<file path="config.mk">
export PLATFORM = sky130hd
export DESIGN_NAME = lc3_mem_ctrl
export DESIGN_NICKNAME = d
export VERILOG_FILES = /design/src/rtl/lc3_mem_ctrl.sv
export SDC_FILE = /design/constraint.sdc
export NUM_CORES = 1
export LEC_CHECK = 0
export CAP_MARGIN = 30
export CORE_UTILIZATION = 35
export DETAILED_ROUTE_END_ITERATION = 7
export GPL_TIMING_DRIVEN = 0
export PLACE_DENSITY = 0.77
export SLEW_MARGIN = 20
export SYNTH_ARGS = -nofsm -noshare
export SYNTH_HDL_FRONTEND = slang
export SYNTH_SLANG_ARGS = --single-unit
</file>
<file path="constraint.sdc">
create_clock -name i_clk -period 3.1 [get_ports i_clk]
set_clock_uncertainty 0.2 [all_clocks]
set_input_delay 0.465 -clock i_clk [delete_from_list [all_inputs] [get_ports i_clk]]
set_output_delay 0.465 -clock i_clk [all_outputs]
set_load 0.005 [all_outputs]
</file>
<file path="src/rtl/lc3_mem_ctrl.sv">
// LC-3 memory controller: wait-stated synchronous RAM access with an R-bit handshake.
// Define LC3_MMIO_EN to map xFE00-xFFFF to keyboard/display device registers.
module lc3_mem_ctrl #(
    parameter int unsigned WAIT_CYCLES = 3
) (
    input  logic        i_clk,
    input  logic        i_Reset_n,
    input  logic        i_MIO_EN,
    input  logic        i_R_W,
    input  logic [15:0] i_MAR,
    input  logic [15:0] i_MDR,
    output logic        o_Ready_Bit,
    output logic [15:0] o_rdata,
    output logic        o_mem_en,
    output logic        o_mem_we,
    output logic [15:0] o_mem_addr,
    output logic [15:0] o_mem_wdata,
    input  logic [15:0] i_mem_rdata,
    input  logic        i_kb_strobe,
    input  logic [7:0]  i_kb_data,
    output logic        o_dsp_valid,
    output logic [7:0]  o_dsp_data,
    input  logic        i_dsp_ack
);

    typedef enum logic [1:0] {IDLE, ACCESS, WAIT, DONE} state_t;

    localparam logic [3:0] WAIT_LAST = 4'(WAIT_CYCLES - 1);

    state_t      state_q;
    logic [3:0]  cnt_q;
    logic        rw_q;
    logic        req_dev;
    logic        cur_dev;
    logic [15:0] dev_rdata;

`ifdef LC3_MMIO_EN
    logic       kb_rdy_q;
    logic [7:0] kbdr_q;
    logic       dsp_valid_q;
    logic [7:0] dsp_data_q;

    assign req_dev     = (i_MAR[15:9] == 7'h7F);
    assign cur_dev     = (o_mem_addr[15:9] == 7'h7F);
    assign o_dsp_valid = dsp_valid_q;
    assign o_dsp_data  = dsp_data_q;

    always_comb begin
        dev_rdata = '0;
        unique case (o_mem_addr)
            16'hFE00: dev_rdata = {kb_rdy_q, 15'b0};
            16'hFE02: dev_rdata = {8'b0, kbdr_q};
            16'hFE04: dev_rdata = {~dsp_valid_q, 15'b0};
            default:  dev_rdata = '0;
        endcase
    end
`else
    logic unused_dev;

    assign req_dev     = 1'b0;
    assign cur_dev     = 1'b0;
    assign dev_rdata   = '0;
    assign o_dsp_valid = 1'b0;
    assign o_dsp_data  = '0;
    assign unused_dev  = ^{i_kb_strobe, i_kb_data, i_dsp_ack};
`endif

    always_ff @(posedge i_clk or negedge i_Reset_n) begin
        if (!i_Reset_n) begin
            state_q     <= IDLE;
            cnt_q       <= '0;
            rw_q        <= 1'b0;
            o_Ready_Bit <= 1'b0;
            o_rdata     <= '0;
            o_mem_en    <= 1'b0;
            o_mem_we    <= 1'b0;
            o_mem_addr  <= '0;
            o_mem_wdata <= '0;
`ifdef LC3_MMIO_EN
            kb_rdy_q    <= 1'b0;
            kbdr_q      <= '0;
            dsp_valid_q <= 1'b0;
            dsp_data_q  <= '0;
`endif
        end else begin
            // Strobes and R are one-cycle pulses; only the entering transition raises them.
            o_Ready_Bit <= 1'b0;
            o_mem_en    <= 1'b0;
            o_mem_we    <= 1'b0;
            unique case (state_q)
                IDLE: begin
                    if (i_MIO_EN) begin
                        state_q     <= ACCESS;
                        o_mem_addr  <= i_MAR;
                        o_mem_wdata <= i_MDR;
                        rw_q        <= i_R_W;
                        o_mem_en    <= ~req_dev;
                        o_mem_we    <= i_R_W & ~req_dev;
                    end
                end
                ACCESS: begin
                    if (cur_dev) begin
                        state_q     <= DONE;
                        o_Ready_Bit <= 1'b1;
                        if (!rw_q) o_rdata <= dev_rdata;
                    end else begin
                        state_q <= WAIT;
                        cnt_q   <= WAIT_LAST;
                    end
                end
                WAIT: begin
                    if (cnt_q == 4'd0) begin
                        state_q     <= DONE;
                        o_Ready_Bit <= 1'b1;
                        if (!rw_q) o_rdata <= i_mem_rdata;
                    end else begin
                        cnt_q <= cnt_q - 4'd1;
                    end
                end
                DONE:    state_q <= IDLE;
                default: state_q <= IDLE;
            endcase
`ifdef LC3_MMIO_EN
            if (state_q == ACCESS && rw_q && o_mem_addr == 16'hFE06) begin
                dsp_data_q  <= o_mem_wdata[7:0];
                dsp_valid_q <= 1'b1;
            end else if (i_dsp_ack) begin
                dsp_valid_q <= 1'b0;
            end
            // A keyboard strobe outranks the read-clear of KBSR in the same cycle.
            if (i_kb_strobe) begin
                kb_rdy_q <= 1'b1;
                kbdr_q   <= i_kb_data;
            end else if (state_q == DONE && !rw_q && o_mem_addr == 16'hFE02) begin
                kb_rdy_q <= 1'b0;
            end
`endif
        end
    end

endmodule

</file>
==> key figures <==
Timing
  • Post-route clock period utilization: 0.649
  • Final setup violation count: 0
  • Final Critical Period: 2.01 ns
  • Hold Vio Cnt, Final: 0
  • Worst setup margin: 1.09 ns
  • Setup repair after global routing missed its margin: no
  • Max Clk Rate: around 500 MHz
  • Fin Setup TNS: 0 ns
  • WHS: roughly 0.3 ns
  • Final max-slew violation count: 0

Worst setup path
  • Worst path top cell family by delay: simple AND/OR/NAND/NOR gates
  • Cell-by-cell trace of the critical path: inv_1 > ha_1 > and4bb_4 > nor2b_4 > buf_6 > buf_12 > mux2_4
  • Worst Path Buf+Inv: 3
  • Max stage delay cell, worst path: sky130_fd_sc_hd__dfrtp_1
  • Arr. time, crit path: between 2 and 2.5 ns
  • Endpoint type of the worst setup path: register
  • Kind of start point of the critical path: register
  • Data required time at the worst endpoint: slightly above 3 ns
  • Maximum fanout along the worst path: 10
  • Category of the most critical setup path: register to register
  • Biggest cell delay along the critical path: between 0.3 and 0.4 ns

Clocking
  • Setup fix buffers added after clock tree synthesis: 0
  • Clock-pin slew on the worst setup and hold paths: around 0.060 ns
  • Number of buffers created by CTS: 9
  • CTS H-tree lvls: 3
  • Clock Sink Count: 58
  • Clock tree from TritonCTS: yes
  • Max clock buf depth: 2
  • Post-CTS resize count: 0
  • Clk_lat worst skew: between 0.3 and 0.4 ns
  • Root buf cell: sky130_fd_sc_hd__clkbuf_8

GRT
  • Total congestion overflow after global routing: 0
  • Maximum number of pins on one net before global-route repair: 37
  • Global-route wire length before repair: roughly 7700 um
  • Total track usage: 0.142
  • Number of antenna violations at the first check in global routing: 0
  • Vias in the first global route: ~1.7k

Logic synthesis
  • Count of different cell masters after synthesis: 30
  • Synth Area in Simple Gates: 0.0495
  • Yosys warnings: 0
  • Post-Synthesis Mean Instance Area: around 15 um2
  • Fraction of synthesized cell area taken by the top area cell type: 0.604
  • Biggest area contributors in the synthesized netlist: sky130_fd_sc_hd__dfrtp_1 60%, sky130_fd_sc_hd__mux2_2 18%, sky130_fd_sc_hd__mux2_4 6.2%
  • Cells after synthesis: roughly 160
  • Compound-gate portion of the synthesized area: 0.0224
  • Share of cell area taken by muxes after synthesis: 0.245
  • Most used DFF post-synth: sky130_fd_sc_hd__dfrtp_1
  • Share of synthesized cell area in full adder, half adder and majority cells: 0.0208
  • Top cell type by total area after synthesis: sky130_fd_sc_hd__dfrtp_1
  • Main combinational cell family by area after synthesis: multiplexers
  • Synth Cell Area: around 2400 um2
  • Post-synthesis share of cell area spent on xor and xnor gates: 0
  • Sequential fraction of the synthesis area: 0.604
  • Fraction of synthesis flops using an asynchronous set or reset pin: 1.00
  • Number of flops mapped to enable cells by yosys: 0
  • Number of synthesized register bits: 58

Floorplanning
  • Starting Density: 0.370
  • Rows: 29
  • Area of the die: approximately 7200 um2
  • Die Span X: 84.9 um
  • Height of the chip: between 80 and 90 um
  • I/O pin count: 122
  • Area of the core region: about 6500 um2

Route
  • DRT iter0 DRCs: a little over 50
  • Detail-routed net length per standard cell: roughly 13 um
  • Total wire length: approximately 4700 um
  • Via count: around 1.6k
  • # DRC: 8
  • Post-DR vias/cell: approximately 4.5
  • Antenna-violating nets left: 0
  • Detailed Routing Iterations Pass 1: 6

Final layout
  • Synthesis-to-finish area growth: 56.8%
  • Leading cell type in the layout, fill and taps excluded: sky130_fd_sc_hd__clkdlybuf4s50_1
  • Number of nets in the layout: ~350
  • Final antenna diode count: 0
  • Fraction of final layout cells with drive strength greater than 1: 0.291
  • Final cell utilization of the core: 0.580
  • Commonest cells after routing, fill and taps aside: 101 x sky130_fd_sc_hd__clkdlybuf4s50_1, 58 x sky130_fd_sc_hd__dfrtp_1, 39 x sky130_fd_sc_hd__mux2_2

Placement
  • Port Buffer Count: around 100
  • Worst slack at placement: a little over 0.9 ns
  • Final HPWL DP: ~3500 um
  • Weighted congestion at the end of routability-driven global placement: roughly 0.71

Power
  • Final total power: 3.51 mW
  • Total power divided by cell area: a little over 900 nW/um2
  • Maximum ir drop on the vdd rail: 0.000489 V
  • Leak Pwr: 1.67 nW

Outcome
  • Status: finished, violations left
  • Failing checks: design-rule violations

Run
  • Max-capacitance violation count: 0

Worst hold path
  • Hold/Removal Path Class: register to register
flip-flops by register name (all words and copies together), names as in the netlist:
| register | cells |
|---|---|
| o_rdata | 16 |
| o_Ready_Bit | 1 |
| o_mem_we | 1 |
| o_mem_en | 1 |
| rw_q | 1 |
| o_mem_addr | 16 |
| o_mem_wdata | 16 |
| cnt_q | 4 |
| state_q | 2 |
timing repair:
action,in CTS,in global routing
hold buffers,1,0
setup endpoints to repair,0,0
hold endpoints to repair,22,0
cells by family after synthesis:
logic type	count (synthesis)
other	1
AO/OA/AOI/OAI	8
AND/OR/NAND/NOR	16
adder cells (fa/ha/maj)	4
flip-flops	58
multiplexers	49
buffers and inverters	20
per-layer routing:
metal	part of all wire	vias to the layer above	track usage
li1	-	764	-
met1	0.43	765	0.170
met2	0.45	70	0.214
met3	0.098	11	0.0652
met4	0.020	0	0.0740
met5	0	-	0
cells in the mapped netlist (2+ instances only):
master	instances
sky130_fd_sc_hd__nor2b_1	2
sky130_fd_sc_hd__o21ai_0	3
sky130_fd_sc_hd__buf_2	3
sky130_fd_sc_hd__nand3_1	2
sky130_fd_sc_hd__nor2_1	2
sky130_fd_sc_hd__mux2_4	10
sky130_fd_sc_hd__mux2_2	39
sky130_fd_sc_hd__dfrtp_1	58
sky130_fd_sc_hd__ha_1	4
sky130_fd_sc_hd__buf_4	9
sky130_fd_sc_hd__inv_1	5
final timing paths:
kind                            cells after the start  slack (ns)  startpoint         endpoint
worst max-delay path                                7        1.09    cnt_q[0]      o_rdata[11]
worst min-delay path                                1        0.30  o_rdata[0]       o_rdata[0]
worst max register to register                      7        1.09    cnt_q[0]      o_rdata[11]
worst min register to register                      1        0.30  o_rdata[0]       o_rdata[0]
max in group asynchronous                           3        1.83   i_Reset_n    o_mem_addr[3]
min in group asynchronous                           2        0.37   i_Reset_n  o_mem_wdata[14]
per-stage QoR:
| step | instance area (um2) | instances |
|---|---|---|
| after floorplan | 2430 | 164 |
| after global placement | 3550 | 343 |
| after detailed placement | 3570 | 344 |
| after CTS | 3770 | 359 |
| after global routing | 3770 | 359 |
| final | 3770 | 359 |
power by group:
group | internal [mW] | switching, mW
Combinational | 1.06 | 0.459
Sequential | 1.13 | 0.185
Clock | 0.403 | 0.269
final cells by class:
class | count | area, um2
inverter | 5 | 18.8
sequential | 58 | 1450
timing repair buffer | 104 | 1050
multi-input combinational | 86 | 846
fill | 542 | 2730
clock buffer | 11 | 151
clock inverter | 3 | 40.0
tap | 77 | 96.3
buffer | 15 | 118
Power figures use the tool's default switching activity.
